`src/rtl/keypad_encoder.sv`:
```
// 5x5 passive-matrix keypad scanner with debounce and one-shot key encoding.
// Produces keycode/newkey/key_down for the calculator core; code = row*5 + col.
module keypad_encoder #(
  parameter int SETTLE       = 4,
  parameter int DEBOUNCE_CYC = 16
) (
  input  logic       clk,
  input  logic       rst_n,
  input  logic [4:0] row_n,
  output logic [4:0] col_n,
  output logic [4:0] keycode,
  output logic       newkey,
  output logic       key_down
);

  localparam int CW = $clog2(DEBOUNCE_CYC) + 1;
  localparam int DW = $clog2(SETTLE) + 1;
  localparam logic [CW-1:0] CNT_LAST   = CW'(DEBOUNCE_CYC - 1);
  localparam logic [DW-1:0] DWELL_LAST = DW'(SETTLE - 1);

  typedef enum logic [2:0] {
    SCAN     = 3'd0,
    DEBOUNCE = 3'd1,
    EMIT     = 3'd2,
    HOLD     = 3'd3
  } state_t;

  // {valid, row index}; valid only when exactly one row is pulled low
  function automatic logic [3:0] decode_row(input logic [4:0] r);
    logic [3:0] res;
    case (r)
      5'b11110: res = {1'b1, 3'd0};
      5'b11101: res = {1'b1, 3'd1};
      5'b11011: res = {1'b1, 3'd2};
      5'b10111: res = {1'b1, 3'd3};
      5'b01111: res = {1'b1, 3'd4};
      default:  res = {1'b0, 3'd0};
    endcase
    return res;
  endfunction

  function automatic logic [2:0] next_col(input logic [2:0] c);
    return (c == 3'd4) ? 3'd0 : c + 3'd1;
  endfunction

  logic [1:0]    rst_sync_q, rst_sync_d;
  logic          rst_core_n;
  logic [4:0]    row_meta_q, row_meta_d;
  logic [4:0]    row_s_q, row_s_d;
  state_t        state_q, state_d;
  logic [2:0]    col_idx_q, col_idx_d;
  logic [4:0]    col_n_q, col_n_d;
  logic [DW-1:0] dwell_q, dwell_d;
  logic [CW-1:0] cnt_q, cnt_d;
  logic [4:0]    pat_q, pat_d;
  logic [4:0]    code_q, code_d;
  logic [4:0]    keycode_q, keycode_d;
  logic          newkey_q, newkey_d;
  logic          key_down_q, key_down_d;
  logic [3:0]    row_hit_s;

  assign rst_core_n = rst_sync_q[1];
  assign col_n      = col_n_q;
  assign keycode    = keycode_q;
  assign newkey     = newkey_q;
  assign key_down   = key_down_q;

  // Reset release is synchronised; assertion still clears everything at once
  always_comb begin
    rst_sync_d = {rst_sync_q[0], 1'b1};
  end

  // Reset synchroniser flops
  always_ff @(posedge clk or negedge rst_n) begin
    if (!rst_n) begin
      rst_sync_q <= 2'b00;
    end else begin
      rst_sync_q <= rst_sync_d;
    end
  end

  // Scan / debounce / emit / hold sequencing
  always_comb begin
    row_meta_d = row_n;
    row_s_d    = row_meta_q;
    row_hit_s  = decode_row(row_s_q);
    state_d    = state_q;
    col_idx_d  = col_idx_q;
    dwell_d    = dwell_q;
    cnt_d      = cnt_q;
    pat_d      = pat_q;
    code_d     = code_q;
    keycode_d  = keycode_q;
    newkey_d   = 1'b0;
    key_down_d = key_down_q;
    case (state_q)
      SCAN: begin
        if (dwell_q == DWELL_LAST) begin
          if (row_hit_s[3]) begin
            pat_d   = row_s_q;
            code_d  = {2'b00, row_hit_s[2:0]} * 5'd5 + {2'b00, col_idx_q};
            cnt_d   = '0;
            state_d = DEBOUNCE;
          end else begin
            // Idle or ghosted column: move on without reporting anything
            col_idx_d = next_col(col_idx_q);
            dwell_d   = '0;
          end
        end else begin
          dwell_d = dwell_q + DW'(1);
        end
      end
      DEBOUNCE: begin
        if (row_s_q == pat_q) begin
          if (cnt_q == CNT_LAST) begin
            state_d = EMIT;
          end else begin
            cnt_d = cnt_q + CW'(1);
          end
        end else begin
          state_d   = SCAN;
          col_idx_d = next_col(col_idx_q);
          dwell_d   = '0;
        end
      end
      EMIT: begin
        newkey_d   = 1'b1;
        keycode_d  = code_q;
        key_down_d = 1'b1;
        cnt_d      = '0;
        state_d    = HOLD;
      end
      HOLD: begin
        // Any low row in the held column, including a second key, restarts release timing
        if (row_s_q == 5'b11111) begin
          if (cnt_q == CNT_LAST) begin
            key_down_d = 1'b0;
            col_idx_d  = 3'd0;
            dwell_d    = '0;
            cnt_d      = '0;
            state_d    = SCAN;
          end else begin
            cnt_d = cnt_q + CW'(1);
          end
        end else begin
          cnt_d = '0;
        end
      end
      default: begin
        state_d    = SCAN;
        col_idx_d  = 3'd0;
        dwell_d    = '0;
        cnt_d      = '0;
        key_down_d = 1'b0;
      end
    endcase
    col_n_d = ~(5'b00001 << col_idx_d);
  end

  // Core state and registered outputs
  always_ff @(posedge clk or negedge rst_core_n) begin
    if (!rst_core_n) begin
      row_meta_q <= 5'b11111;
      row_s_q    <= 5'b11111;
      state_q    <= SCAN;
      col_idx_q  <= 3'd0;
      col_n_q    <= 5'b11110;
      dwell_q    <= '0;
      cnt_q      <= '0;
      pat_q      <= 5'b11111;
      code_q     <= 5'h00;
      keycode_q  <= 5'h00;
      newkey_q   <= 1'b0;
      key_down_q <= 1'b0;
    end else begin
      row_meta_q <= row_meta_d;
      row_s_q    <= row_s_d;
      state_q    <= state_d;
      col_idx_q  <= col_idx_d;
      col_n_q    <= col_n_d;
      dwell_q    <= dwell_d;
      cnt_q      <= cnt_d;
      pat_q      <= pat_d;
      code_q     <= code_d;
      keycode_q  <= keycode_d;
      newkey_q   <= newkey_d;
      key_down_q <= key_down_d;
    end
  end

endmodule

```
`config.mk`:
```
export PLATFORM = sky130hd
export DESIGN_NAME = keypad_encoder
export DESIGN_NICKNAME = d
export VERILOG_FILES = /design/src/rtl/keypad_encoder.sv
export SDC_FILE = /design/constraint.sdc
export NUM_CORES = 1
export LEC_CHECK = 0
export CORE_UTILIZATION = 52
export DETAILED_ROUTE_END_ITERATION = 7
export PLACE_DENSITY = 0.75
export SLEW_MARGIN = 25
export SYNTH_ARGS = -nofsm -noshare
export SYNTH_HDL_FRONTEND = slang
export SYNTH_SLANG_ARGS = --single-unit
```
`constraint.sdc`:
```
create_clock -name clk -period 1.3 [get_ports clk]
set_clock_uncertainty 0.05 [all_clocks]
set_input_delay 0.195 -clock clk [delete_from_list [all_inputs] [get_ports clk]]
set_output_delay 0.195 -clock clk [all_outputs]
set_load 0.01 [all_outputs]
```
# Word level (Yosys, flattened, before mapping)
# Index checks and enable logic that the tools add are counted.
dict set report totals {
  reg_bits 48
  in_bits 7
}
dict set report classes {
  addsub 4
  multipliers 1
  eq_ne 22
  n_shift 1
  mux 30
  n_bitwise 3
  reduce_logical 7
}
# cell count
set op_table {}
lappend op_table {{$mux 3} 15}
lappend op_table {{$pmux 3 s4} 3}
lappend op_table {{$mux 5} 6}
lappend op_table {{$eq 5x5->1 const B} 5}
lappend op_table {{$pmux 4 s5} 1}
lappend op_table {{$pmux 5 s3} 1}
lappend op_table {{$ne 2x2->1 const B} 7}
lappend op_table {{$eq 5x4->1 const B} 2}
lappend op_table {{$reduce_and 5->1} 2}
lappend op_table {{$eq 3x2->1 const B} 3}
lappend op_table {{$add 3x1->3 const B} 2}
lappend op_table {{$ne 3x3->1 const B} 2}
lappend op_table {{$reduce_and 3->1} 2}
lappend op_table {{$add 5x1->5 const B} 1}
lappend op_table {{$add 5x3->5} 1}
lappend op_table {{$eq 5x5->1} 1}
lappend op_table {{$mul 3x3->5 const B} 1}
lappend op_table {{$not 5->5} 1}
lappend op_table {{$shl 1x3->5 const A} 1}
lappend op_table {{$reduce_and 4->1} 1}
lappend op_table {{$eq 3x1->1 const B} 1}
lappend op_table {{$eq 3x3->1 const B} 1}
lappend op_table {{$logic_not 3->1} 1}
lappend op_table {{$mux 1} 3}
lappend op_table {{3 further kinds} 4}

# Logic depth before layout (Yosys ltp)
# Gate-level depths: netlist (run 1).
dict set report logic_depth {
  word_depth 7
  mapped_depth 10
}

# Least setup slack after synthesis (run 1)
# Ideal clock, no wire load.
dict set report synth_timing {
  path_kind {flip-flop to flip-flop}
  startpoint {register row_s_q[1]}
  endpoint {register code_q[4]}
  arrival_ps 2395
  t_required_ps 1121
  path_slack_ps -1274
  stages_incl_launch_ff 11
  n_path_buf 1
  synth_period_minus_slack_ps 2574
  path_cell_list {dfstp_2 buf_4 nand3_4 nor3b_1 ha_1 ha_1 ha_1 a21o_1 a21oi_1 xnor2_1 o21ai_0}
}
dict set report synth_via {
  elab_chain_len 4
  word_cells_on_any_way 9
  cone_classes {add/sub (1); mul (1); eq/ne (5); mux (1); reduce/logical (1)}
}
# item line_no
set synth_rtl {}
lappend synth_rtl {{start: declaration} 49} ;# logic [4:0] row_s_q, row_s_d;
lappend synth_rtl {{start signal: assignment} 177} ;# row_s_q <= row_s_d;
lappend synth_rtl {{$eq 5x4->1 / $eq 5x5->1 (equally long branches)} 31} ;# case (r)
lappend synth_rtl {{$pmux 4 s5 (*)} 31}
lappend synth_rtl {{$mul 3x3->5} 101} ;# code_d = {2'b00, row_hit_s[2:0]} * 5'd5 + {2'b00, col_idx_q};
lappend synth_rtl {{$add 5x3->5} 101}
lappend synth_rtl {{end signal: assignment} 184} ;# code_q <= code_d;
lappend synth_rtl {{end: declaration} 56} ;# logic [4:0] code_q, code_d;
# Every way passes the cells marked *; elsewhere a longest branch is shown, timed or not.
# A chain may end at the register's enable or synchronous reset.

# Worst setup path after layout (run 1)
dict set report layout_timing {
  startpoint {register row_s_q[1]}
  endpoint {register code_q[2]}
}
# Same word-level chain as after synthesis.

==> results by group, run 1 <==
Setup path
  • Crit end category: flop
  • Critical path startpoint category: flop
  • Worst r2r src: row_s_q[1]
  • Crit path required time: around 1500 ps
  • Crit Path Class: reg -> reg
  • Max FO, Critical Path: 4
  • Crit path launch: row_s_q[1]
  • Worst path arrival time: around 2600 ps

Status
  • Status: finished, violations left
  • Failing checks: negative setup slack

Clock network
  • CTS tree: yes
  • # clock sinks: 47
  • Clock buffer count from CTS: 5
  • CTS H-tree depth: 2
  • Clock tree buffer depth: 2
  • Worst-Skew Late Latency: around 300 ps
  • Worst-path clk slew: about 90 ps
  • CTS Root Cell: clkbuf_8

Timing
  • RSZ-0062 raised after global routing: yes
  • Final setup fails: 34
  • Final WS setup: -1114 ps
  • Final worst path period share: 185.7%
  • Setup_tns: -25,330 ps
  • Slew Limit Fails: 0
  • Min cycle time layout: around 2400 ps
  • Final hold vios: 0
  • F_max: between 400 and 500 MHz

Layout
  • Fin cells: about 340
  • Share of cells above drive strength 1: between 50% and 60%
  • Nets: roughly 310
  • Fill cell count: 252
  • Area Overhead vs Synth: 45.32%
  • Antenna diode instance count: 0
  • Final instance area: roughly 3500 µm²
  • Finished Core Util: between 70% and 80%

Power and ir drop
  • Cell internal pwr: about 3800 µW
  • Seq pwr share: 37.0%
  • Sw Ratio: approximately 30%
  • Peak supply drop: 1.263 mV
  • Logic pwr share: roughly two fifths
  • PD cells: about 1600 nW/µm²
  • Clock power frac: ~23%
  • Net Sw Power: between 1500 and 2000 µW
  • LEAKAGE: roughly 0.0017 µW

Synth
  • Mapped Area: between 2000 and 2500 µm²
  • Post-synthesis register bit count: between 40 and 50
  • Gate Count Post-Synth: 205
  • Syn nets: 227
  • Yosys cell types: 51
  • Ys flop type: dfrtp_1
  • EDFF count, synth: 0
  • Mapped Avg Cell Area: 11.73 µm²
  • FFs w/ async S/R, synth: between 90% and 100%
  • Synth warn: 0
  • Seq/Total Area, Yosys: about half

Global routing
  • Global-route wire length before repair: ~9200 µm
  • Congestion Overflow GR: 0
  • Busiest grt layer: met2
  • M3 GR Usage: 4.762%
  • Met2 usage: 43.06%
  • Global Route Usage Sum: approximately a quarter
  • Initial antenna violation count: 0
  • GRT met1 Usage: a little under a third
  • Largest net degree at the start of global routing: 34
  • Vias in the first global route: 1,903

Detailed routing
  • Routed via count: 1,826
  • DRC viols: 0
  • Starting DRT DRC Count: 95
  • Post-DRT Antenna Nets: 0
  • Pre-antenna DRT Iters: 4
  • Final WL: roughly 6000 µm
  • DR vias/cell: 5.402
  • WL per Instance: 17.29 µm

Placement
  • Placer Congestion: slightly above 0.9
  • Placed insts: roughly 310
  • Worst slack at placement: -1108 ps
  • Cell Area, Placed: 3030 µm²
  • PortBufs: 18
  • Post-detailed-placement half-perimeter wirelength: about 3600 µm

Hold path
  • Worst hold path type: reg -> async

Flow run
  • Max Cap Viol: 0

Floorplan
  • Die Span Y: 70.01 µm
  • Initial cell density of the core: 54.48%
  • # rows: 24
  • Die area: 4901 µm²
  • Chip width: about 70 µm
  • I/O Pins: 19
  • Core Box Area: 4414 µm²
final cells by class:
class	instances	area, µm²	area share [%]
multi-input combinational	138	1364	39.03
clock buffer	6	72.57	2.077
inverter	10	37.54	1.074
sequential	47	1201	34.37
clock inverter	2	60.06	1.719
timing repair buffer	83	694.4	19.87
tap	52	65.06	1.862
layer usage:
metal / part of all wire (%) / vias to the layer above
li1: - / 866
met1: 42 / 913
met2: 52 / 37
met3: 3.6 / 10
met4: 1.8 / 0
met5: 0 / -
state kept, by name, indices dropped and copies added (netlist names):
signal	count
col_idx_q	3
rst_sync_q	2
state_q	2
col_n	5
cnt_q	5
keycode	5
row_meta_q	5
newkey	1
dwell_q	3
pat_q	5
row_s_q	5
code_q	5
key_down	1
worst paths after layout:
path                            endpoint  slack, ps  depth (start not counted)
max                            code_q[2]      -1110                          8
min                             cnt_q[2]        120                          0
max in group asynchronous  rst_sync_q[1]        520                          2
max reg2reg                    code_q[2]      -1110                          8
min reg2reg                     cnt_q[2]        120                          0
min in group clk           row_meta_q[4]        250                          1
critical path: stages (launching register included):
cell	delay, ps
dfstp_2	630
xnor2_2	150
nor3b_2	80
buf_4	130
buf_4	130
ha_1	190
ha_2	200
fa_1	470
mux2_4	270
cell usage in the layout (no fill, tap or decap), types with 2 or more instances in the layout:
cell,synthesis,routed
a21oi_1,5,2
o31a_1,2,2
o32ai_2,1,2
nand3_1,7,6
a21bo_1,2,2
xor2_1,5,2
mux2_4,0,7
o21ai_2,0,3
o21ai_1,1,7
ha_1,14,9
xnor2_2,1,2
clkbuf_8,0,5
nor3b_4,0,2
bufinv_16,0,2
nand2b_4,0,2
xor2_2,0,3
nand2_1,11,8
dfrtp_1,28,27
and3_4,0,2
buf_6,4,11
ha_4,0,3
inv_2,0,2
dlygate4sd2_1,0,8
nor2_1,10,9
ha_2,0,2
xnor2_1,7,5
nand2_2,2,3
inv_1,10,8
mux2_2,13,7
nand2b_1,4,3
or3_1,3,3
o31ai_1,4,2
a21o_1,4,4
buf_4,2,52
clkdlybuf4s50_1,0,6
buf_2,2,4
mux2i_1,2,2
dfstp_2,19,19
a21oi_2,0,3
cells in the mapped netlist, drive strengths merged, types with 2 or more instances:
| master | number | share of area, % |
|---|---|---|
| dfrtp | 28 | 29 |
| dfstp | 19 | 21 |
| ha | 14 | 7.3 |
| mux2 | 14 | 6.6 |
| nand2 | 13 | 2.2 |
| o21ai | 11 | 2.3 |
| inv | 10 | 1.6 |
| nor2 | 10 | 1.6 |
| buf | 8 | 2.9 |
| nand3 | 8 | 2.2 |
| xnor2 | 8 | 3.2 |
| a21oi | 5 | 1.0 |
| xor2 | 5 | 1.8 |
| a21o | 4 | 1.2 |
| nand2b | 4 | 1.0 |
| o31ai | 4 | 1.2 |
| a31o | 3 | 1.1 |
| clkbuf | 3 | 0.47 |
| nor3b | 3 | 0.94 |
| or3 | 3 | 0.78 |
| a21bo | 2 | 0.83 |
| and2 | 2 | 0.52 |
| and3 | 2 | 0.57 |
| mux2i | 2 | 0.83 |
| nor3 | 2 | 0.42 |
| o31a | 2 | 0.73 |
| o32ai | 2 | 1.0 |
power groups by stage:
| stage | Combinational (µW) | Sequential, µW | Clock [µW] |
|---|---|---|---|
| after floorplan | 1140 | 2060 | 0 |
| after global placement | 1740 | 2030 | 0 |
| after detailed placement | 1830 | 2050 | 0 |
| after CTS | 2000 | 2050 | 1280 |
| after global routing | 2410 | 2090 | 1350 |
| final | 2220 | 2050 | 1260 |
through the flow:
| stage | hold slack, ps | power, µW |
|---|---|---|
| CTS | 0.2290 | 5321 |
| global placement | 101.0 | 3776 |
| floorplan | -150.6 | 3197 |
| finish | 120.9 | 5530 |
| detailed placement | 107.9 | 3879 |
| global route | 142.5 | 5837 |
what timing repair did:
action,4_1_cts,5_1_grt
resized for setup,47,26
hold buffers,0,1
pin swaps,22,15
buffers inserted,9,10
endpoints found under the setup margin,46,38
endpoints found under the hold margin,0,2
gates cloned,1,0
kinds of logic (layout without fill, tap and decap cells):
group | after synthesis | after routing | synth area share (%)
flip-flops | 47 | 47 | 49.90
buffers and inverters | 21 | 101 | 4.943
AND/OR/NAND/NOR | 51 | 52 | 11.45
adder cells (fa/ha/maj) | 15 | 15 | 8.117
multiplexers | 16 | 16 | 7.388
AO/OA/AOI/OAI | 41 | 41 | 13.01
other | 1 | 1 | 0.1559
XOR/XNOR | 13 | 13 | 5.047
No activity file was read; power rests on OpenSTA's default activity.
==> inputs of run 2 (changes only) <==
--- a/config.mk
+++ b/config.mk
@@ -5,9 +5,11 @@
 export SDC_FILE = /design/constraint.sdc
 export NUM_CORES = 1
 export LEC_CHECK = 0
+export CORE_MARGIN = 4
 export CORE_UTILIZATION = 52
 export DETAILED_ROUTE_END_ITERATION = 7
 export PLACE_DENSITY = 0.75
+export SETUP_SLACK_MARGIN = 0.05
 export SLEW_MARGIN = 25
 export SYNTH_ARGS = -nofsm -noshare
 export SYNTH_HDL_FRONTEND = slang
==> results by group, run 2 (synthesized netlist as in run 1, its figures left out) <==
Timing
  • Slew Limit Fails: 0
  • Final hold vios: 0
  • F_max: between 400 and 500 MHz
  • Final setup fails: 29
  • Min cycle time layout: approximately 2500 ps
  • Setup_tns: -25,590 ps
  • RSZ-0062 raised after global routing: yes
  • Final WS setup: -1158 ps
  • Final worst path period share: 189.1%

Setup path
  • Crit path required time: approximately 1400 ps
  • Critical path startpoint category: flop
  • Worst path arrival time: about 2600 ps
  • R2R depth: 9
  • Worst path most repeated cell: ha_4
  • Crit Path Class: reg -> reg
  • Crit end category: flop
  • Crit path launch: row_s_q[1]
  • Flop-to-flop setup slack: -1160 ps
  • CP cell instances: nand3_4 -> nor3b_4 -> ha_1 -> ha_4 -> ha_4 -> a21o_1 -> a21oi_2 -> xnor2_1 -> o21ai_1
  • Max FO, Critical Path: 5
  • Worst r2r src: row_s_q[1]
  • Slowest stage cell, crit path: dfstp_2
  • Critical Path End: code_q[4]
  • Reg-to-Reg End: code_q[4]
  • Max incr delay on CP: a little over 600 ps

Power and ir drop
  • Peak supply drop: 1.399 mV
  • PD cells: approximately 1400 nW/µm²
  • LEAKAGE: ~0.0018 µW

Floorplan
  • Die Span Y: around 76 µm
  • Initial cell density of the core: a little over half
  • Chip width: roughly 76 µm
  • Core Box Area: approximately 4400 µm²
  • I/O Pins: 19
  • Die area: about 5800 µm²
  • # rows: 24

Detailed routing
  • WL per Instance: between 15 and 20 µm
  • Starting DRT DRC Count: between 70 and 80
  • Routed via count: between 1,500 and 2,000
  • Post-DRT Antenna Nets: 0
  • DR vias/cell: 5.540
  • Final WL: roughly 6900 µm
  • DRC viols: 0
  • Pre-antenna DRT Iters: 4

Status
  • Failing checks: negative setup slack
  • Status: finished, violations left

Clock network
  • Worst-Skew Late Latency: about 300 ps
  • CTS H-tree depth: 2
  • Clock tree buffer depth: 2
  • Worst-path clk slew: around 100 ps
  • # clock sinks: 47
  • CTS Root Cell: clkbuf_8
  • Clock buffer count from CTS: 5
  • CTS tree: yes

Global routing
  • Initial antenna violation count: 0
  • Largest net degree at the start of global routing: 19
  • Vias in the first global route: roughly 2,200
  • Global Route Usage Sum: between 20% and 30%
  • Congestion Overflow GR: 0
  • Global-route wire length before repair: approximately 10,000 µm

Layout
  • Final instance area: around 3700 µm²
  • Most frequent cells in the layout: buf_4, dfrtp_1, dfstp_2, buf_6
  • Nets: between 300 and 400
  • Fill cell count: between 200 and 250
  • Commonest non-fill, non-tap cell in the layout: buf_4
  • Share of cells above drive strength 1: approximately 59%
  • Antenna diode instance count: 0
  • Area Overhead vs Synth: 52.86%

Placement
  • PortBufs: 18
  • Post-detailed-placement half-perimeter wirelength: 4024 µm
  • Cell Area, Placed: around 3000 µm²
  • Placer Congestion: around 0.9

Flow run
  • Max Cap Viol: 0

Hold path
  • Worst hold path type: reg -> async
[run 2: timing repair]
item / in CTS / in global routing
hold buffers: 1 / 0
setup buffers: 15 / 19
hold endpoints to repair: 2 / 0
endpoints found under the setup margin: 46 / 40
gates cloned: 1 / 0
pin swaps: 23 / 14
resized for setup: 58 / 42
[run 2: area by class of cell]
cell class                 instances  area, µm²  share of cell area, %
tap                               52      65.06                  1.770
timing repair buffer              95      835.8                  22.74
clock buffer                       5      68.82                  1.872
inverter                          10      40.04                  1.089
sequential                        47       1201                  32.68
clock inverter                     3      22.52                 0.6127
multi-input combinational        138       1443                  39.24
[run 2: per-stage QoR]
stage | hold WS (ps) | cells | power [µW] | utilization, % | setup WS [ps]
after floorplan | -150.6 | 205 | 3197 | - | -1056
after global placement | 159.0 | 308 | 3726 | 68.42 | -1016
after detailed placement | 168.9 | 308 | 3908 | 68.42 | -1063
after CTS | 179.3 | 332 | 4970 | 75.51 | -1091
after global routing | 203.5 | 350 | 5601 | 83.28 | -1245
final | 166.6 | 350 | 5305 | 83.28 | -1158
[run 2: worst min path at each step]
stage,cells after the start,end,slack [ps],from
floorplan,0,rst_sync_q[0],-150,rst_n
global placement,0,keycode[2],160,rst_sync_q[1]
detailed placement,0,keycode[2],170,rst_sync_q[1]
CTS,0,keycode[2],180,rst_sync_q[1]
global route,0,keycode[2],200,rst_sync_q[1]
finish,0,keycode[2],170,rst_sync_q[1]
[run 2: power by group]
part	leakage [µW]	switching, µW	internal (µW)
clock	0.0000485	517	386
sequential	0.000571	242	1840
combinational	0.00115	1100	1210
total	0.00177	1860	3440
[run 2: metal layers]
| metal | GRT usage [%] | wire (µm) | vias to the layer above |
|---|---|---|---|
| met3 | 3.664 | 181 | 12 |
| met5 | 0 | 0 | - |
| li1 | - | - | 897 |
| met4 | 9.431 | 139 | 0 |
| met2 | 39.81 | 3772 | 33 |
| met1 | 24.90 | 2843 | 997 |
[run 2: worst max-delay path, delay by kind of cell, from the launching register on]
family,cells,cell delay [ps]
AND/OR/NAND/NOR,2,350
AO/OA/AOI/OAI,3,400
adder cells (fa/ha/maj),3,780
XOR/XNOR,1,140
flip-flops,1,620
==> inputs of run 3 (changes only) <==
--- a/config.mk
+++ b/config.mk
@@ -8,6 +8,7 @@
 export CORE_MARGIN = 4
 export CORE_UTILIZATION = 52
 export DETAILED_ROUTE_END_ITERATION = 7
+export MAX_ROUTING_LAYER = met4
 export PLACE_DENSITY = 0.75
 export SETUP_SLACK_MARGIN = 0.05
 export SLEW_MARGIN = 25
==> results by group, run 3 (synthesized netlist as in run 1, its figures left out) <==
Status
  • Failing checks: negative setup slack
  • Status: finished, violations left

Setup path
  • Crit path required time: 1440 ps
  • R2R depth: 9
  • Worst path arrival time: approximately 2500 ps
  • Critical path startpoint category: flop
  • Slowest stage cell, crit path: dfstp_2
  • Crit end category: flop
  • Worst path most repeated cell: ha_4
  • Max FO, Critical Path: 4
  • Crit Path Class: reg -> reg
  • Max incr delay on CP: 620 ps
  • Crit path depth: 9
  • CP bufs+invs: 0
  • CP delay by family, top: adder cells
  • CP cell instances: xnor2_2 -> nor3b_4 -> ha_4 -> ha_4 -> ha_4 -> a21o_1 -> a21oi_2 -> xnor2_1 -> o21ai_1

Timing
  • Final setup fails: 29
  • Final hold vios: 0
  • Min cycle time layout: 2377 ps
  • RSZ-0062 raised after global routing: yes
  • Final worst path period share: 182.8%
  • Slew Limit Fails: 0
  • F_max: around 420 MHz
  • Final WS setup: -1077 ps

Floorplan
  • Die area: approximately 5800 µm²
  • Initial cell density of the core: about 54%
  • Die Span Y: ~76 µm
  • # rows: 24
  • Core Box Area: 4414 µm²
  • Chip width: 76.01 µm
  • I/O Pins: 19

Power and ir drop
  • Net Sw Power: around 1700 µW
  • Clock power frac: between 20% and 30%
  • Logic pwr share: 39.7%
  • Peak supply drop: 1.538 mV
  • PD cells: between 1500 and 2000 nW/µm²
  • Cell internal pwr: roughly 3500 µW
  • Sw Ratio: 31.90%
  • Power after layout: roughly 5200 µW
  • Seq pwr share: 39.2%
  • LEAKAGE: between 0.0015 and 0.002 µW

Layout
  • Finished Core Util: between 70% and 80%
  • Most frequent cells in the layout: buf_4, dfrtp_1, dfstp_2
  • Final instance area: between 3000 and 4000 µm²
  • Area Overhead vs Synth: 42.98%
  • Share of cells above drive strength 1: between 50% and 60%
  • Commonest non-fill, non-tap cell in the layout: buf_4
  • Nets: between 300 and 400
  • Antenna diode instance count: 0
  • Fill cell count: around 270
  • Multi-input gate area: between 1000 and 1500 µm²
  • Reg area: ~1200 µm²

Detailed routing
  • WL per Instance: 16.95 µm
  • DRC viols: 0
  • Starting DRT DRC Count: between 100 and 150
  • DR vias/cell: ~5.4
  • Pre-antenna DRT Iters: 4
  • Routed via count: about 1,800
  • Post-DRT Antenna Nets: 0
  • Final WL: ~5700 µm

Clock network
  • Worst-Skew Late Latency: around 300 ps
  • Clock buffer count from CTS: 5
  • # clock sinks: 47
  • Clock tree buffer depth: 2
  • CTS Root Cell: clkbuf_8
  • CTS H-tree depth: 2
  • Worst-path clk slew: roughly 90 ps
  • CTS tree: yes

Global routing
  • Largest net degree at the start of global routing: 19
  • Initial antenna violation count: 0
  • Global-route wire length before repair: 9418 µm
  • Congestion Overflow GR: 0
  • Vias in the first global route: about 2,000
  • Global Route Usage Sum: between 20% and 30%

Placement
  • Cell Area, Placed: just over 3000 µm²
  • PortBufs: 18
  • Placer Congestion: ~0.93
  • Post-detailed-placement half-perimeter wirelength: between 3000 and 4000 µm

Hold path
  • Worst hold path type: reg -> async

Flow run
  • Max Cap Viol: 0
[run 3: worst paths after layout]
kind	startpoint	endpoint	slack (ps)
setup reg to reg	row_s_q[3]	code_q[4]	-1080
hold reg to reg	rst_sync_q[1]	keycode[2]	160
min in group clk	row_n[0]	row_meta_q[0]	240
hold / removal	rst_sync_q[1]	keycode[2]	160
max in group asynchronous	rst_n	rst_sync_q[1]	520
setup / recovery	row_s_q[3]	code_q[4]	-1080
[run 3: final cells by class]
cell class / instances / area share (%)
Clock buffer: 5 / 2.001
Clock inverter: 3 / 1.346
Inverter: 10 / 1.164
Multi-Input combinational cell: 138 / 38.43
Sequential cell: 47 / 34.93
Tap cell: 52 / 1.892
Timing Repair Buffer: 81 / 20.23
[run 3: worst register-to-register path, cell delays in order, from the launching register on]
cell and delay, ps:
dfstp_2 620, xnor2_2 110, nor3b_4 270, ha_4 250, ha_4 280, ha_4 190
a21o_1 160, a21oi_2 130, xnor2_1 140, o21ai_1 80
[run 3: timing repair]
action / in CTS / in global routing
resized for setup: 55 / 13
setup buffers: 11 / 9
setup endpoints to repair: 46 / 38
gates cloned: 1 / 0
pin swaps: 20 / 11
endpoints found under the hold margin: 2 / 0
hold buffers: 1 / 0
[run 3: layer usage]
metal / wire (µm) / vias up / global-route usage [%] / share of wire, %
li1: - / 868 / - / -
met3: 163 / 7 / 3.664 / 2.9
met5: 0 / - / - / 0
met2: 2963 / 38 / 34.67 / 52
met4: 78 / 0 / 6.584 / 1.4
met1: 2489 / 916 / 24.88 / 44
[run 3: metrics by stage]
stage	hold slack (ps)	cells	setup TNS (ps)	setup slack [ps]
after global placement	157.8	309	-22510	-1014
final	162.2	336	-22280	-1077
after detailed placement	166.7	309	-24100	-1112
after global routing	207.3	336	-24360	-1160
after floorplan	-150.6	205	-17700	-1056
after CTS	179.2	329	-22330	-1071
[run 3: power groups by stage]
stage | logic [µW] | registers, µW | clock network, µW
6_report | 2060 | 2040 | 1100
5_1_grt | 2240 | 2080 | 1180
4_1_cts | 1950 | 2040 | 1110
3_5_place_dp | 1800 | 2060 | 0
3_3_place_gp | 1690 | 2040 | 0
2_1_floorplan | 1140 | 2060 | 0
